<file path="config.mk">
export PLATFORM = sky130hd
export DESIGN_NAME = aes_mix_columns_unit
export DESIGN_NICKNAME = d
export VERILOG_FILES = /design/src/rtl/aes_mix_columns_unit.sv
export SDC_FILE = /design/constraint.sdc
export NUM_CORES = 1
export LEC_CHECK = 0
export CORE_ASPECT_RATIO = 1.75
export CORE_UTILIZATION = 47
export DETAILED_ROUTE_END_ITERATION = 8
export PLACE_DENSITY = 0.9
export SLEW_MARGIN = 0
export SYNTH_ARGS = -nofsm -noshare
export SYNTH_HDL_FRONTEND = slang
export SYNTH_SLANG_ARGS = --single-unit
</file>
<file path="constraint.sdc">
create_clock -name vclk -period 3.9
set_clock_uncertainty 0.2 [all_clocks]
set_input_delay 0.78 -clock vclk [all_inputs]
set_output_delay 0.78 -clock vclk [all_outputs]
set_load 0.05 [all_outputs]
</file>
<file path="src/rtl/aes_mix_columns_unit.sv">
// rtl/aes_mix_columns_unit.sv - AES MixColumns / InvMixColumns on one 32-bit state column
module aes_mix_columns_unit #(
    parameter int REG_OUT = 0
) (
    input  logic        clk_i,
    input  logic        rst_i,
    input  logic        fwd_ninv_i,
    input  logic [31:0] col_i,
    output logic [31:0] col_o
);

    // Multiply by x in GF(2^8) modulo x^8+x^4+x^3+x+1.
    function automatic logic [7:0] xtime(input logic [7:0] a);
        return {a[6:0], 1'b0} ^ (a[7] ? 8'h1b : 8'h00);
    endfunction

    logic [7:0]  a_byte [4];
    logic [7:0]  x2     [4];
    logic [7:0]  x4     [4];
    logic [7:0]  x8     [4];
    logic [7:0]  fwd_b  [4];
    logic [7:0]  inv_b  [4];
    logic [7:0]  x8_all;
    logic [31:0] mix_col;

    // Per-byte xtime chain, evaluated once and shared by both directions.
    always_comb begin
        for (int i = 0; i < 4; i++) begin
            a_byte[i] = col_i[31-8*i -: 8];
            x2[i]     = xtime(a_byte[i]);
            x4[i]     = xtime(x2[i]);
            x8[i]     = xtime(x4[i]);
        end
    end

    // The inverse matrix is the forward one plus 8*(sum of all bytes)
    // plus 4*(a_i ^ a_{i+2}), since E^2 = D^1 = C and B^3 = 9^1 = 8.
    always_comb begin
        x8_all  = x8[0] ^ x8[1] ^ x8[2] ^ x8[3];
        mix_col = 32'h0;
        for (int i = 0; i < 4; i++) begin
            fwd_b[i] = x2[i] ^ x2[(i+1)%4] ^ a_byte[(i+1)%4]
                     ^ a_byte[(i+2)%4] ^ a_byte[(i+3)%4];
            inv_b[i] = fwd_b[i] ^ x8_all ^ x4[i] ^ x4[(i+2)%4];
            mix_col[31-8*i -: 8] = fwd_ninv_i ? fwd_b[i] : inv_b[i];
        end
    end

    generate
        if (REG_OUT != 0) begin : g_reg_out
            logic [31:0] col_q;

            // Output register; reset clears it and discards any pending result.
            always_ff @(posedge clk_i or negedge rst_i) begin
                if (!rst_i) begin
                    col_q <= 32'h0;
                end else begin
                    col_q <= mix_col;
                end
            end

            assign col_o = col_q;
        end else begin : g_comb_out
            logic unused_clk_rst;

            assign unused_clk_rst = clk_i ^ rst_i;
            assign col_o          = mix_col;
        end
    endgenerate

endmodule

</file>
==> impl_metrics.csv, run 1 <==
group,metric,value,unit
floorplan,dieWidth,48.7,µm
place,dp_hpwl,5.21,mm
run_status,status,"did not finish",
floorplan,die_h,83.8,µm
synthesis,synthCells,200,
synthesis,ys_warn_count,0,
run_status,stop_error,"[ERROR DPL-0033] detailed placement checks failed during check placement.",
place,portBuffers,65,
floorplan,rows,29,
synthesis,ys_seq_area_share,0,%
place,routabilityCongestion,0.991,
floorplan,initial_core_util,49.5,%
clock_network,cts_resized,52,
place,place_inst,364,
synthesis,synthTopCellsByArea,"xnor2_1, xor2_1, xnor3_1",
clock_network,post-cts-setup-buffer-count,7,
synthesis,synth_common_cells,"xnor2_1, xor2_1, nor2_1",
floorplan,io_pins,67,
synthesis,syn_nets,235,
synthesis,ys_types,15,
place,dp_slack,-0.339,ns
clock_network,cts.hold.buffers_added,0,
run_status,lastStage,"clock tree synthesis",
synthesis,yosysTopAreaCell,"xnor2_1",
synthesis,yosysTopAreaCellShare,60.4,%
synthesis,syn_area,1800,µm²
synthesis,syn_avg_cell_area,8.98,µm²
synthesis,yosysMostFrequentCell,"xnor2_1",
-- metrics by stage --
step | instance area [µm²] | TNS, ns | hold slack (ns)
after floorplan | 1870 | -0.522 | 1.70
after global placement | 3330 | -2.88 | 2.32
after detailed placement | 3330 | -4.78 | 2.35
-- cells by family after synthesis --
logic type	synth area share, %
xor+xnor	93.0
buf+inv	2.65
mux	0.557
simple gates	3.83
==> run 2: changes to the inputs <==
CORE_ASPECT_RATIO = unset   (was 1.75)
CORE_UTILIZATION = 40   (was 47)
PLACE_DENSITY = unset   (was 0.9)
PLACE_DENSITY_LB_ADDON = 0.15   (was unset)
==> run 2 against run 1 <==
Effect of this change:
- the flow now finishes, with violations (negative setup slack)
- synthesized cell count unchanged
- synthesized area unchanged
==> impl_metrics.csv, run 2 <==
group,metric,value,unit
floorplan,dieWidth,69.0,µm
route,drc_errors,0,
timing,hold-worst-slack,2.10,ns
layout,diodes,0,
global_route,grt_max_degree,15,
synthesis,synth_common_cells,"xnor2_1, xor2_1, nor2_1",
timing,drv_slew,0,
worst_setup_path,end_kind,"output pin",
timing,setup_violations,3,
layout,syn2layout_area_growth,105,%
timing,timing.setup.tns,-0.0984,ns
layout,clockBufferCount,0,
layout,layout.nets,367,
place,place_inst,369,
global_route,track_usage,22.2,%
route,drt-wirelength-per-cell,15.1,µm
timing,finalCritPeriodShare,102,%
layout,mostFrequentLayoutCell,"xnor2_1",
timing,finalHoldViolCount,0,
clock_network,cts.hold.buffers_added,0,
floorplan,dieArea,4760,µm²
timing,worst_slack,-0.0801,ns
route,ant_nets,0,
route,finalWirelength,5.75,mm
worst_setup_path,critical_path_class,"primary input to output pin",
global_route,first_global_vias,1851,
layout,final_cell_mix,"xnor2_1, buf_4, buf_12",
worst_setup_path,critical_path_arrival,3.00,ns
timing,rsz0062_at_grt,"true",
min_path,hp-class,"primary input to output pin",
worst_setup_path,critPathSlowestCell,"xnor3_2",
worst_setup_path,critPathRequiredTime,2.92,ns
synthesis,synthTopCellsByArea,"xnor2_1, xor2_1, xnor3_1",
floorplan,rows,24,
run_status,status,"complete, but fails checks",
synthesis,syn_avg_cell_area,8.98,µm²
synthesis,yosysMostFrequentCell,"xnor2_1",
global_route,antenna_found_initial,0,
layout,drive_gt1_share,49.1,%
route,drt-vias-per-instance,4.54,
floorplan,initial_core_util,41.6,%
worst_setup_path,crit_fanout,3,
place,placed_cell_area,3330,µm²
floorplan,die_h,69.0,µm
run_status,violations,"negative setup slack",
layout,regArea,0,µm²
timing,worst_slew_pin_slew,0.753,ns
timing,period_needed,3.98,ns
job,drv_cap,0,
synthesis,syn_nets,235,
synthesis,ys_types,15,
synthesis,yosysTopAreaCell,"xnor2_1",
worst_setup_path,critPathMaxStageDelay,0.46,ns
route,vias,1735,
pwr,power.leakage,1.62,nW
floorplan,io_pins,67,
timing,relSlewSlack,49.6,%
global_route,grt_pass1_wl,8.68,mm
synthesis,syn_area,1800,µm²
timing,fmax,251,MHz
global_route,grt-ovfl-total,0,
layout,stdcell_count,382,
floorplan,coreArea,4320,µm²
worst_setup_path,worstPathCellList,"dlygate4sd2_1 > xnor2_2 > xnor3_2 > xor2_4 > mux2i_2 > xor2_2 > xnor2_1 > bufbuf_16",
synthesis,yosysTopAreaCellShare,60.4,%
layout,seq_cell_count,0,
pwr,powerDensity,741,nW/µm²
worst_setup_path,start_kind,"primary input",
layout,n_fill_cell,217,
synthesis,ys_seq_area_share,0,%
route,first_iter_violations,43,
synthesis,ys_warn_count,0,
synthesis,synthCells,200,
layout,final_area,3690,µm²
route,dr.pass1.iters,4,
place,routabilityCongestion,0.756,
pwr,peakVddDrop,0.000527,V
place,dp_hpwl,4.32,mm
place,portBuffers,65,
-- run 2: cell type report --
| cell class | count | area (µm²) | area share [%] |
|---|---|---|---|
| multi-input combinational | 190 | 2070 | 56.1 |
| timing repair buffer | 140 | 1560 | 42.2 |
| tap | 52 | 65.1 | 1.76 |
-- run 2: worst paths after layout --
check	from	end	slack [ns]	depth (start not counted)
min	col_i[22]	col_o[23]	2.10	5
max	col_i[29]	col_o[28]	-0.08	8
-- run 2: per-stage QoR --
stage | total power [mW] | worst slack [ns] | utilization (%)
after global placement | 2.53 | -0.226 | 76.9
after floorplan | 1.41 | -0.270 | -
final | 2.74 | -0.0801 | 85.4
after global routing | 2.83 | -0.121 | 85.4
after CTS | 2.63 | -0.0212 | 80.9
after detailed placement | 2.55 | -0.299 | 76.9
-- run 2: power breakdown --
part | internal (mW) | total, mW | switching [mW]
Combinational | 1.37 | 2.74 | 1.37
Clock | 0 | 0 | 0
Sequential | 0 | 0 | 0
Total | 1.37 | 2.74 | 1.37
-- run 2: worst max-delay path: cells and delay by family --
family / cells / cell delay [ns]
xor gates and xnor gates: 5 / 1.33
buffers and inverters: 2 / 0.58
muxes: 1 / 0.29
-- run 2: logic make-up after synthesis --
kind of cell | after synthesis | synth area share [%]
muxes | 1 | 0.557
and+or+nand+nor | 17 | 3.83
xor gates and xnor gates | 172 | 93.0
buffers and inverters | 10 | 2.65
-- run 2: per-layer routing --
| layer | wire (µm) | vias up | track usage, % | share of wire, % |
|---|---|---|---|---|
| li1 | - | 856 | - | - |
| met3 | 188 | 12 | 1.46 | 3.3 |
| met4 | 152 | 0 | 4.76 | 2.6 |
| met5 | 0 | - | 0 | 0 |
| met1 | 2350 | 817 | 25.1 | 41 |
| met2 | 3060 | 50 | 44.6 | 53 |
-- run 2: timing repair --
| item | CTS | global route |
|---|---|---|
| setup endpoints to repair | 25 | 24 |
| resized for setup | 43 | 28 |
| pin swaps | 18 | 17 |
| buffers inserted | 7 | 6 |
(Power assumes the default switching activity.)
==> run 3: changes to the inputs <==
ABC_AREA = 1   (was unset)
CORE_UTILIZATION = 54   (was 40)
==> run 3 against run 2 <==
Effect of this change:
- the run still ends with negative setup slack left
- sequential cell count unchanged
- count of clock-buffer cells in the layout unchanged
- synthesized area up 68%
- total power down 19%
- utilization up 3.6 points
- combinational power down 19%
- sequential share of layout area unchanged
- setup slack worse by 0.036 ns
- cell count up 65%
- global-route usage up 5.4 points
- critical endpoint is now col_o[19]
- largest power group unchanged
==> impl_metrics.csv, run 3 <==
group,metric,value,unit
run_status,status,"complete, but fails checks",
run_status,violations,"negative setup slack",
synthesis,yosysTopAreaCell,"xor2_1",
layout,diodes,0,
timing,worst_slack,-0.116,ns
floorplan,rows,26,
global_route,track_usage,27.6,%
pwr,intPower,0.973,mW
synthesis,yosysTopAreaCellShare,26.4,%
synthesis,synthTopCellsByArea,"xor2_1, xnor2_1, nand2_1",
synthesis,synth_common_cells,"nand2_1, xor2_1, xnor2_1",
worst_setup_path,crit_fanout,6,
floorplan,initial_core_util,57.7,%
layout,final_cell_mix,"nand2_1, xor2_1, inv_1, xnor2_1, buf_4",
route,ant_nets,0,
route,drc_errors,0,
synthesis,ys_types,28,
pwr,powerDensity,478,nW/µm²
route,dr.pass1.iters,5,
timing,drv_slew,0,
timing,finalHoldViolCount,0,
pwr,power_frac_seq,0,%
pwr,peakVddDrop,0.000504,V
layout,layout.nets,597,
timing,rsz0062_at_grt,"true",
layout,regArea,0,µm²
place,portBuffers,65,
pwr,swShare,56.3,%
synthesis,syn_area,3020,µm²
pwr,p_sw,1.25,mW
synthesis,ys_warn_count,0,
min_path,hp-class,"primary input to output pin",
global_route,grt-ovfl-total,0,
synthesis,ys_seq_area_share,0,%
global_route,first_global_vias,3085,
min_path,hold_depth,8,
clock_network,cts.hold.buffers_added,0,
worst_setup_path,critical_path_class,"primary input to output pin",
synthesis,synthCells,464,
timing,finalCritPeriodShare,103,%
place,place_inst,622,
min_path,worstHoldStart,"col_i[18]",
worst_setup_path,end_kind,"output pin",
timing,period_needed,4.02,ns
worst_setup_path,start_kind,"primary input",
floorplan,dieWidth,76.8,µm
pwr,combPwrFrac,100.0,%
synthesis,syn_nets,499,
job,drv_cap,0,
floorplan,die_h,76.8,µm
layout,mostFrequentLayoutCell,"nand2_1",
global_route,antenna_found_initial,0,
layout,stdcell_count,630,
worst_setup_path,critical_path_arrival,3.04,ns
worst_setup_path,critPathRequiredTime,2.92,ns
global_route,grt_pass1_wl,13.4,mm
layout,seq_cell_count,0,
pwr,p_clk_share,0,%
place,dp_hpwl,6.97,mm
timing,hold-worst-slack,2.21,ns
route,vias,3463,
route,drt-wirelength-per-cell,16.7,µm
route,first_iter_violations,310,
layout,drive_gt1_share,25.7,%
synthesis,yosysMostFrequentCell,"nand2_1",
timing,fmax,249,MHz
floorplan,dieArea,5900,µm²
layout,utilization,88.9,%
route,finalWirelength,10.5,mm
timing,setup_violations,8,
floorplan,io_pins,67,
global_route,grt_max_degree,23,
layout,syn2layout_area_growth,54.2,%
timing,worst_slew_pin_slew,0.504,ns
layout,clockBufferCount,0,
synthesis,syn_avg_cell_area,6.51,µm²
timing,timing.setup.tns,-0.581,ns
place,routabilityCongestion,0.876,
pwr,power.leakage,2.37,nW
min_path,hold-path-endpoint,"col_o[10]",
floorplan,coreArea,5240,µm²
timing,relSlewSlack,66.2,%
route,drt-vias-per-instance,5.50,
[run 3: power by group through the flow]
stage	Sequential, mW	Combinational, mW	Clock, mW
after floorplan	0	1.21	0
after global placement	0	2.04	0
after detailed placement	0	2.08	0
after CTS	0	2.10	0
after global routing	0	2.32	0
final	0	2.23	0
[run 3: cell type report]
cell class	instances	area, µm²
multi-input cells	381	2880
inverters	63	240
fillers	234	579
repair buffers	116	1450
well taps	70	87.6
[run 3: critical path, stage by stage]
cell	delay, ns
clkdlybuf4s50_1	0.51
buf_12	0.16
inv_1	0.07
nand2_1	0.11
nand2_2	0.11
buf_4	0.19
inv_1	0.09
nand2_1	0.09
nand2_1	0.12
inv_1	0.06
nand2_1	0.14
nand3_2	0.15
nand3_2	0.11
nand2_1	0.05
nand2_1	0.06
inv_1	0.07
buf_12	0.15
[run 3: worst max path at each step]
stage | from | endpoint | slack [ns] | cells after the start
after global routing | col_i[22] | col_o[28] | -0.20 | 18
after floorplan | col_i[6] | col_o[25] | 0.19 | 9
after CTS | col_i[22] | col_o[25] | 0.02 | 9
final | col_i[15] | col_o[19] | -0.12 | 17
after global placement | col_i[14] | col_o[13] | 0.07 | 13
after detailed placement | col_i[31] | col_o[19] | -0.03 | 12
[run 3: kinds of logic (layout without fill, tap and decap cells)]
kind of cell / count (synthesis) / after routing / share of synthesized area, %
buffers and inverters: 83 / 179 / 12.0
AO/OA/AOI/OAI: 9 / 9 / 1.70
AND/OR/NAND/NOR: 200 / 200 / 28.7
XOR/XNOR: 172 / 172 / 57.7
[run 3: metrics by stage]
| step | instance area [µm²] | total power, mW | setup slack, ns |
|---|---|---|---|
| detailed placement | 4340 | 2.08 | -0.0336 |
| global placement | 4340 | 2.04 | 0.0665 |
| floorplan | 3020 | 1.21 | 0.195 |
| finish | 4660 | 2.23 | -0.116 |
| global route | 4660 | 2.32 | -0.204 |
| CTS | 4380 | 2.10 | 0.0192 |
[run 3: repair_timing]
| action | 4_1_cts | 5_1_grt |
|---|---|---|
| pin swaps | 1 | 10 |
| buffers inserted | 1 | 7 |
| endpoints found under the setup margin | 7 | 22 |
| hold endpoints to repair | 0 | 0 |
| resized for setup | 5 | 43 |
[run 3: layer usage]
layer  share of wire, %  vias up  track usage [%]
li1                   -     1573                -
met1                 36     1577             31.8
met2                 51      230             54.8
met3                7.1       83            0.952
met4                6.3        0             6.35
met5                  0        -                0
